## config.mk

```make
export PLATFORM = sky130hd
export DESIGN_NAME = universal_register
export DESIGN_NICKNAME = d
export VERILOG_FILES = /design/src/rtl/ureg_pkg.sv /design/src/rtl/ureg_next.sv /design/src/rtl/universal_register.sv
export SDC_FILE = /design/constraint.sdc
export NUM_CORES = 1
export LEC_CHECK = 0
export CORE_MARGIN = 3
export CORE_UTILIZATION = 30
export CTS_CLUSTER_SIZE = 25
export DETAILED_ROUTE_END_ITERATION = 10
export HOLD_SLACK_MARGIN = 0.15
export SKIP_CTS_REPAIR_TIMING = 1
export SYNTH_ARGS = -nofsm -noshare
export SYNTH_HDL_FRONTEND = slang
export SYNTH_SLANG_ARGS = --single-unit
```

## constraint.sdc

```tcl
create_clock -name clk -period 4.4 [get_ports clk]
set_input_delay 0.44 -clock clk [delete_from_list [all_inputs] [get_ports clk]]
set_output_delay 0.44 -clock clk [all_outputs]
set_load 0.1 [all_outputs]
```

## src/rtl/ureg_pkg.sv

```systemverilog
// rtl/ureg_pkg.sv - shared mode encodings and limits for universal_register
package ureg_pkg;

  localparam logic [2:0] MODE_HOLD = 3'b000;
  localparam logic [2:0] MODE_LOAD = 3'b001;
  localparam logic [2:0] MODE_SHL  = 3'b010;
  localparam logic [2:0] MODE_SHR  = 3'b011;
  localparam logic [2:0] MODE_ROL  = 3'b100;
  localparam logic [2:0] MODE_ROR  = 3'b101;
  localparam logic [2:0] MODE_INC  = 3'b110;
  localparam logic [2:0] MODE_DEC  = 3'b111;

  localparam int WIDTH_MIN = 2;

endpackage

```

## src/rtl/ureg_next.sv

```systemverilog
// rtl/ureg_next.sv - combinational next-state and carry function of universal_register
module ureg_next
  import ureg_pkg::*;
#(
  parameter int WIDTH    = 8,
  parameter bit SATURATE = 1'b0
) (
  input  logic [2:0]       mode,
  input  logic [WIDTH-1:0] q,
  input  logic             carry,
  input  logic [WIDTH-1:0] d,
  input  logic             ser_in,
  output logic [WIDTH-1:0] q_next,
  output logic             carry_next
);

  localparam logic [WIDTH-1:0] ALL_ONES = '1;
  localparam logic [WIDTH-1:0] ONE      = WIDTH'(1);

  always_comb begin
    q_next     = q;
    carry_next = 1'b0;
    case (mode)
      MODE_HOLD: begin
        q_next     = q;
        carry_next = 1'b0;
      end
      MODE_LOAD: q_next = d;
      MODE_SHL: begin
        q_next     = {q[WIDTH-2:0], ser_in};
        carry_next = q[WIDTH-1];
      end
      MODE_SHR: begin
        q_next     = {ser_in, q[WIDTH-1:1]};
        carry_next = q[0];
      end
      MODE_ROL: begin
        q_next     = {q[WIDTH-2:0], q[WIDTH-1]};
        carry_next = q[WIDTH-1];
      end
      MODE_ROR: begin
        q_next     = {q[0], q[WIDTH-1:1]};
        carry_next = q[0];
      end
      MODE_INC: begin
        // carry flags the boundary whether the count wraps or clamps
        if (q == ALL_ONES) begin
          q_next     = SATURATE ? ALL_ONES : '0;
          carry_next = 1'b1;
        end else begin
          q_next = q + ONE;
        end
      end
      MODE_DEC: begin
        if (q == '0) begin
          q_next     = SATURATE ? '0 : ALL_ONES;
          carry_next = 1'b1;
        end else begin
          q_next = q - ONE;
        end
      end
      default: begin
        q_next     = q;
        carry_next = carry;
      end
    endcase
  end

endmodule

```

## src/rtl/universal_register.sv

```systemverilog
// rtl/universal_register.sv - WIDTH-bit load/shift/rotate/count register with carry and zero flags
module universal_register
  import ureg_pkg::*;
#(
  parameter int          WIDTH     = 8,
  parameter logic [31:0] RESET_VAL = 32'd0,
  parameter bit          SATURATE  = 1'b0
) (
  input  logic             clk,
  input  logic             rst_n,
  input  logic             clr,
  input  logic             en,
  input  logic [2:0]       mode,
  input  logic [WIDTH-1:0] d,
  input  logic             ser_in,
  output logic [WIDTH-1:0] q,
  output logic             carry,
  output logic             zero
);

  localparam logic [WIDTH-1:0] RST_Q = RESET_VAL[WIDTH-1:0];

  generate
    if (WIDTH < WIDTH_MIN) begin : g_width_check
      $error("universal_register: WIDTH must be at least 2");
    end
  endgenerate

  logic [WIDTH-1:0] q_next;
  logic             carry_next;

  ureg_next #(
    .WIDTH    (WIDTH),
    .SATURATE (SATURATE)
  ) u_next (
    .mode       (mode),
    .q          (q),
    .carry      (carry),
    .d          (d),
    .ser_in     (ser_in),
    .q_next     (q_next),
    .carry_next (carry_next)
  );

  // clear wins over enable, so clr with en=1/LOAD still zeroes the register
  always_ff @(posedge clk or negedge rst_n) begin
    if (!rst_n) begin
      q     <= RST_Q;
      carry <= 1'b0;
    end else if (clr) begin
      q     <= '0;
      carry <= 1'b0;
    end else if (en) begin
      q     <= q_next;
      carry <= carry_next;
    end
  end

  assign zero = (q == '0);

  mode_known_a: assert property (@(posedge clk) disable iff (!rst_n) en |-> !$isunknown(mode));

endmodule

```

==> key figures <==
Global routing
  – Initial antenna violation count: 0
  – Met3 Use GR: 0.0349
  – Busiest grt layer: met2
  – First-pass GRT wire length: between 5000 and 6000 microns
  – Vias in the first global route: roughly 1100
  – Met1 usage: 0.224
  – Met2 GRT Util: 0.259
  – GRT overflow: 0
  – Tot GR Track Use: 0.167
  – Largest net degree at the start of global routing: 25

Cells and area
  – Fillers: around 370
  – Most frequent cells in the layout: clkdlybuf4s50_1 (25), nand2_1 (17), nor2_1 (15), a21oi_1 (13)
  – Commonest non-fill, non-tap cell in the layout: clkdlybuf4s50_1
  – Layout cell share with drive strength beyond 1: 0.0698
  – Area grow syn2layout: 25.7%
  – Final Util: 0.409
  – Antenna cells: 0
  – Nets: approximately 190

Critical path
  – Top delay family on crit path: buffers and inverters
  – CP arrival: approximately 3.0 ns
  – Crit path capture: zero
  – Crit start category: flip-flop
  – Worst r2r src: q[0]$_DFFE_PN0P_
  – RR Endpoint: q[0]$_DFFE_PN0P_
  – CP max FO: 12
  – Critical path class: reg2out
  – Crit path max-delay cell type: clkdlybuf4s50_1
  – Crit path required time: 3.96 ns
  – Worst-path cell chain: inv_1 > ha_1 > or4b_4 > nor4_4 > clkdlybuf4s50_1
  – CP endpoint kind: primary output
  – Number of cells on the critical path: 5
  – Largest stage delay, worst path: about 1.2 ns
  – Crit. Startpoint: q[0]$_DFFE_PN0P_
  – Path depth of the worst reg2reg path: 7
  – FF-to-FF setup slack: 2.29 ns
  – CP bufs+invs: 2

Detailed routing
  – DRC violations left: 0
  – Post-route ant nets: 0
  – Post-Route WL: 3480 microns
  – Vias per cell: 5.69
  – Drt wl/cell: 16.0 microns
  – Iteration-0 DRC Markers: 89
  – DR vias: 1241
  – Drt first pass iters: 4

Yosys
  – Post-synth cell types: 48
  – Post-synth ARST share: 1.00
  – Top cell type's share of synthesized area: 0.200
  – Post-Synthesis Cell Area: ~1100 sq um
  – Syn Nets: 175
  – Avg Inst Size Synth: 7.19 sq um
  – Sequential area share after synthesis: 0.200
  – Cell taking the most area after synthesis: dfrtp_1
  – Synthesis Warnings: 0
  – Top cells by area, synth: dfrtp_1 (20%), mux2i_1 (6.2%), a21oi_1 (5.8%)
  – Yosys reg bits: 9
  – Cell count after synthesis: around 160
  – Post-synth EDFFs: 0
  – Ys flop type: dfrtp_1

STA
  – Post-layout minimum cycle time: approximately 3.4 ns
  – RSZ-0062 raised after global routing: false
  – Final period util: 0.773
  – Final setup margin: roughly 1.0 ns
  – Achievable Freq: 294 MHz
  – Final hold vios: 0
  – Slew margin rel.: 0.342
  – Skew final: around 0.0019 ns
  – Worst Max-Slew Pin Slew: 0.983 ns
  – Setup TNS: 0 ns
  – Final setup fails: 0
  – Max Slew Vio Count: 0

Clock network
  – Worst-Skew Late Latency: 0.24 ns
  – TritonCTS clock tree: yes
  – Root Driver: clkbuf_8
  – Clock slew at reported path FFs: roughly 0.050 ns
  – CTS Buf Count: 3
  – H-Tree Depth: 1
  – Total clock sinks: 9
  – Max clock buf depth: 2

Floorplanning
  – Num ports: 26
  – Die Area: roughly 4500 sq um
  – Site Rows: 21
  – CORE AREA: about 3500 sq um
  – Die Y: 67.3 microns
  – Initial core utilization: 0.325
  – Die width: 67.3 microns

Placed design
  – Worst slack, placed: around 1.3 ns
  – DP HPWL: 2500 microns
  – PortBufs: 25
  – RD Place Congestion: between 0.8 and 0.9

Hold path
  – Hold Path Class: in2async

Power
  – Leak: between 0.5 and 0.6 nW
  – Pwr dens: between 200 and 300 nW/um^2
  – Peak supply drop: around 0.076 mV

Status
  – Status: complete, no violations

Run
  – Max-cap violations: 0
-- power breakdown --
part           leakage [nW]  internal, mW  switching, mW
sequential            0.122        0.0887         0.0183
combinational         0.377        0.0630          0.122
clock                0.0228        0.0637         0.0386
-- per-stage QoR --
step                      power [mW]  std cells  hold slack (ns)  cell area, sq um
after global placement         0.292        214            0.536              1370
final                          0.395        218            0.525              1420
after floorplan                0.244        157            0.144              1130
after global routing           0.414        218            0.564              1420
after detailed placement       0.292        214            0.535              1370
after CTS                      0.395        218            0.544              1420
-- synthesized netlist by cell type (3+ instances only) --
cell type  count
dfrtp_1        9
nor2_1        15
mux2i_1        7
nor4_1         5
o31ai_1        3
o21ai_0        9
a31oi_1        5
nand2b_1       3
inv_1          6
clkbuf_1       8
nor3_1         6
buf_2          4
nand3_1        3
a21oi_1       13
nand2_1       17
xor2_1         3
a211oi_1       3
-- cells by family after synthesis --
family	share of synthesized area
AO/OA/AOI/OAI	0.290
XOR/XNOR	0.0388
adder cells (fa/ha/maj)	0.0222
buffers and inverters	0.0820
flip-flops	0.200
multiplexers	0.0621
AND/OR/NAND/NOR	0.305
-- worst reg2reg max path, cell delays in order (launching register included) --
cell	delay, ns
dfrtp_1	0.49
inv_1	0.13
ha_1	0.21
or4b_4	0.50
nor4_4	0.20
and3_4	0.27
nor2_1	0.06
o31ai_2	0.17
-- state kept, by name (all words and copies together), names as in the netlist --
signal,cells
q,8
carry,1
-- worst min-delay path by stage --
stage	from	to	slack, ns	cells past startpoint
global placement	carry$_DFFE_PN0P_	carry$_DFFE_PN0P_	0.54	2
floorplan	rst_n	carry$_DFFE_PN0P_	0.14	0
finish	rst_n	q[4]$_DFFE_PN0P_	0.52	1
CTS	rst_n	q[4]$_DFFE_PN0P_	0.54	1
global route	rst_n	q[4]$_DFFE_PN0P_	0.56	1
detailed placement	carry$_DFFE_PN0P_	carry$_DFFE_PN0P_	0.53	2
-- cell type report --
class | count | area, sq um | area share
inverter | 6 | 22.5 | 0.0159
clock buffer | 4 | 45.0 | 0.0317
multi-input combinational | 127 | 811 | 0.571
tap | 46 | 57.6 | 0.0406
timing repair buffer | 26 | 258 | 0.182
sequential | 9 | 225 | 0.159
-- layer usage --
layer / vias to the layer above / wire [microns]
met5: - / 0
met4: 0 / 56
met3: 5 / 238
met2: 44 / 1550
met1: 578 / 1630
li1: 614 / -
Power figures use the tool's default switching activity.
==> RTL change 1: new RTL, same settings <==
Make the reset (`rst_n`) synchronous in one clocked block.
--- a/src/rtl/universal_register.sv
+++ b/src/rtl/universal_register.sv
@@ -45,3 +45,3 @@
   // clear wins over enable, so clr with en=1/LOAD still zeroes the register
-  always_ff @(posedge clk or negedge rst_n) begin
+  always_ff @(posedge clk) begin
     if (!rst_n) begin
Function: differs if rst_n is asserted again (counterexample within 4 cycles, from zero or initial values and one cycle with rst_n low); with rst_n held inactive, the same outputs for 10 cycles.
==> RTL change 1 against the original RTL <==
Hold slack gained 36 ps. Clock skew is essentially flat. Wire length shrank 2.9%. Area after synthesis shrank 7.0%. Cell area shrank 6.7%. Sequential cell count is the same. Worst setup slack gained 390 ps. Total power shrank 25%. Largest cell class unchanged.
==> RTL change 1: results (changes against the original RTL) <==
stage	metric	value	unit	change
status	status	finished clean		
yosys	synth_compound_area_share	33.0	%	+4.0 points
pwr	p_leak	0.423	nW	-19%
placement	place.gp.congestion	0.921		+7.1%
detailed_routing	dr_wl_met2	1540	um	-0.90%
yosys	synth_ff_type	dfxtp_1		
yosys	syn_nets	168		-4.0%
cts	clkLatencyLatePin	270	ps	+30 ps
detailed_routing	met1_length	1430	um	-12%
finish	n_fill_cell	354		-4.6%
yosys	synth-xor-area-share	3.34	%	-0.54 points
yosys	synth_mux_area_share	5.01	%	-1.2 points
finish	drive_gt1_share	6.55	%	-0.43 points
timing	slew_headroom	34.3	%	+0.055 points
pwr	p_comb_share	44.1	%	-2.9 points
critical_path	r2r_start	q[0]		
yosys	synth_area_leaders	dfxtp_1 (17%), a21oi_1 (5.2%), o21ai_0 (5.2%)		
finish	layout.nets	187		-2.1%
critical_path	path_max_fanout	11		-1
detailed_routing	via_per_inst	5.88		+3.3%
critical_path	slowest_delay	1130	ps	-60 ps
grt	grtUsageTotal	16.3	%	-0.41 points
detailed_routing	wl_per_cell	15.9	um	-0.16%
yosys	avgSynthCellArea	7.00	um2	-2.6%
finish	reg.largest.list	q: 8 flops, carry: 1 flops		
placement	dp.final_hpwl	2440	um	-2.5%
timing	finalClockSkew	2.15	ps	+0.227 ps
grt	use_met1	21.6	%	-0.87 points
grt	grt_pass1_wl	5480	um	-4.3%
grt	grt_max_degree	24		-4.0%
cts	cts_buffer_depth	2		unchanged
detailed_routing	top_layer_used	met4		
yosys	synthAdderAreaFrac	2.38	%	+0.17 points
detailed_routing	drt_iter0_drc	85		-4.5%
worst_hold_path	hp-class	flip-flop to flip-flop		
grt	grt_use_met3	4.96	%	+1.5 points
yosys	ys_seq_area_share	17.2	%	-2.8 points
finish	stdcell_count	212		-2.8%
detailed_routing	route.met3.wl	362	um	+52%
pwr	p_int	166	uW	-23%
placement	place_ws	1600	ps	+320 ps
cts	cts_root_buffer	clkbuf_4		
grt	grtUsageMet2	25.5	%	-0.35 points
grt	grt_pass1_vias	1150		+2.9%
cts	clk_pin_slew	70	ps	+20 ps
pwr	ir_drop	116	uV	+51%
yosys	yosysUniqueCellTypes	49		+2.1%
[RTL change 1: stage by stage]
step / utilization, % / instance area (um2)
global placement: 40.5 / 1300
floorplan: - / 1050
detailed placement: 40.5 / 1300
global route: 41.3 / 1320
finish: 41.3 / 1320
CTS: 41.3 / 1320
[RTL change 1: worst paths after layout]
path         slack, ps     to  depth (start not counted)
min reg2reg        560  carry                          2
max               1400   zero                          4
min                560  carry                          2
max reg2reg       2320   q[0]                          6
[RTL change 1: final cells by class]
| type | instances | area [um2] | share of cell area [%] |
|---|---|---|---|
| clock buffer | 4 | 26.3 | 1.98 |
| inverter | 6 | 22.5 | 1.70 |
| multi-input combinational | 123 | 782 | 59.1 |
| sequential | 9 | 180 | 13.6 |
| tap | 44 | 55.1 | 4.16 |
| timing repair buffer | 26 | 258 | 19.5 |
[RTL change 1: worst register-to-register path, cell delays in order, from the launching register on]
cell	delay [ps]
dfxtp_1	570
ha_1	340
inv_1	80
nor4_1	490
a211oi_1	150
nor3_1	200
o32ai_1	110
==> RTL change 2: new RTL, same flow settings <==
Without the edit above. `WIDTH` is set to 8 in 2 places; all go to 12.
--- a/src/rtl/ureg_next.sv
+++ b/src/rtl/ureg_next.sv
@@ -4,3 +4,3 @@
 #(
-  parameter int WIDTH    = 8,
+  parameter int WIDTH    = 12,
   parameter bit SATURATE = 1'b0
--- a/src/rtl/universal_register.sv
+++ b/src/rtl/universal_register.sv
@@ -4,3 +4,3 @@
 #(
-  parameter int          WIDTH     = 8,
+  parameter int          WIDTH     = 12,
   parameter logic [31:0] RESET_VAL = 32'd0,
Ports: changed (resized d and q); port bits go from 26 to 34. The function was not compared with the original's and may differ.
==> RTL change 2 against the original RTL <==
Sequential cell count increased by 4. Total power increased by 42%. Wire length increased by 52%. Worst setup slack got worse by 140 ps. Cell area increased by 36%. Combinational power increased by 52%. Area after synthesis increased by 40%. Critical path type unchanged. Largest power group unchanged.
==> RTL change 2: results (changes against the original RTL) <==
stage	metric	value	unit	change
finish	n_fill_cell	533		+44%
yosys	ys_seq_area_share	20.6	%	+0.66 points
grt	antenna_found_initial	0		unchanged
placement	io_buffers	33		+32%
finish	antenna_cells	0		unchanged
timing	finalClockSkew	4.77	ps	+2.85 ps
pwr	ir_drop	180	uV	+140%
worst_hold_path	hp-class	flip-flop to flip-flop		
placement	place.gp.congestion	0.917		+6.7%
yosys	yosys-top-cells-count	nand2_1 (26), o21ai_0 (25), nor2_1 (17)		
detailed_routing	vias	1753		+41%
detailed_routing	route.met3.wl	393	um	+65%
yosys	synth_area_leaders	dfrtp_1 (21%), o21ai_0 (7.9%), nand2_1 (6.2%)		
detailed_routing	dr_wl_met2	2340	um	+50%
detailed_routing	drt_iter0_drc	199		+120%
grt	grtUsageTotal	17.4	%	+0.61 points
detailed_routing	totalWireLength	5280	um	+52%
critical_path	r2r_cells	8		+1
yosys	yosysUniqueCellTypes	53		+10%
finish	reg.largest.list	q: 12 flops, carry: 1 flops		
placement	post_dp_cell_area	1890	um2	+37%
status	status	finished clean		
critical_path	arrival	3100	ps	+140 ps
grt	grt_pass1_vias	1615		+44%
placement	place_ws	1180	ps	-99.7 ps
detailed_routing	met1_length	2500	um	+54%
finish	layout.nets	263		+38%
yosys	syn_nets	245		+40%
timing	worst_slew_pin_slew	980	ps	-3.11 ps
cts	clkLatencyLatePin	260	ps	+20 ps
grt	grt_pass1_wl	8530	um	+49%
pwr	p_leak	0.692	nW	+33%
grt	grt_max_degree	34		+36%
detailed_routing	firstDrtPassIters	5		+1
placement	dp.final_hpwl	3630	um	+45%
finish	drive_gt1_share	6.67	%	-0.31 points
cts	clk_pin_slew	70	ps	+20 ps
[RTL change 2: cell count changes after synthesis, sizes merged, moves of 4 or more]
cell | before | now
buf | 6 | 13
dfrtp | 9 | 13
nand2 | 17 | 27
nand3 | 3 | 8
nor3 | 6 | 12
o21ai | 9 | 32
[RTL change 2: layer usage]
metal  global-route usage, %  vias to the layer above
li1                        -                      849
met1                    25.6                      800
met2                    26.1                       98
met3                    3.10                        6
met4                    3.50                        0
met5                       0                        -
[RTL change 2: cell families after synthesis]
logic type | after synthesis | synth area share, %
xor+xnor | 8 | 4.92
buf+inv | 27 | 8.88
flops | 13 | 20.6
fa+ha+maj | 2 | 1.59
mux | 5 | 3.25
compound gates | 76 | 30.1
simple gates | 92 | 30.6
[RTL change 2: where the power goes]
group	switching [mW]	internal [mW]
combinational	0.190	0.0925
clock	0.0561	0.0644
sequential	0.0277	0.128
total	0.274	0.285
[RTL change 2: final timing paths]
kind	start	end	slack [ps]
worst max-delay path	q[0]	zero	860
worst min-delay path	carry	carry	570
worst max register to register	q[0]	q[10]	2020
worst min register to register	carry	carry	570
max in group asynchronous	rst_n	q[8]	3350
min in group asynchronous	rst_n	q[3]	600
[RTL change 2: through the flow]
step,std cells,total power [mW],hold WS [ps],util [%]
floorplan,223,0.366,144,-
global route,307,0.586,595,39.3
finish,307,0.559,574,39.3
global placement,303,0.437,549,38.4
CTS,307,0.557,573,39.3
detailed placement,303,0.436,557,38.4
[RTL change 2: critical path: stages (launching register included)]
cell and delay (ps):
dfrtp_1 500, inv_1 100, ha_1 210, nor4b_4 400
nand4_1 310, inv_1 160, clkdlybuf4s50_1 1150
[RTL change 2: area by class of cell]
class | instances | area [um2] | share of cell area (%)
clock buffer | 4 | 45.0 | 2.33
sequential | 13 | 325 | 16.9
inverter | 5 | 18.8 | 0.972
multi-input combinational | 183 | 1110 | 57.6
tap | 67 | 83.8 | 4.34
timing repair buffer | 35 | 345 | 17.9
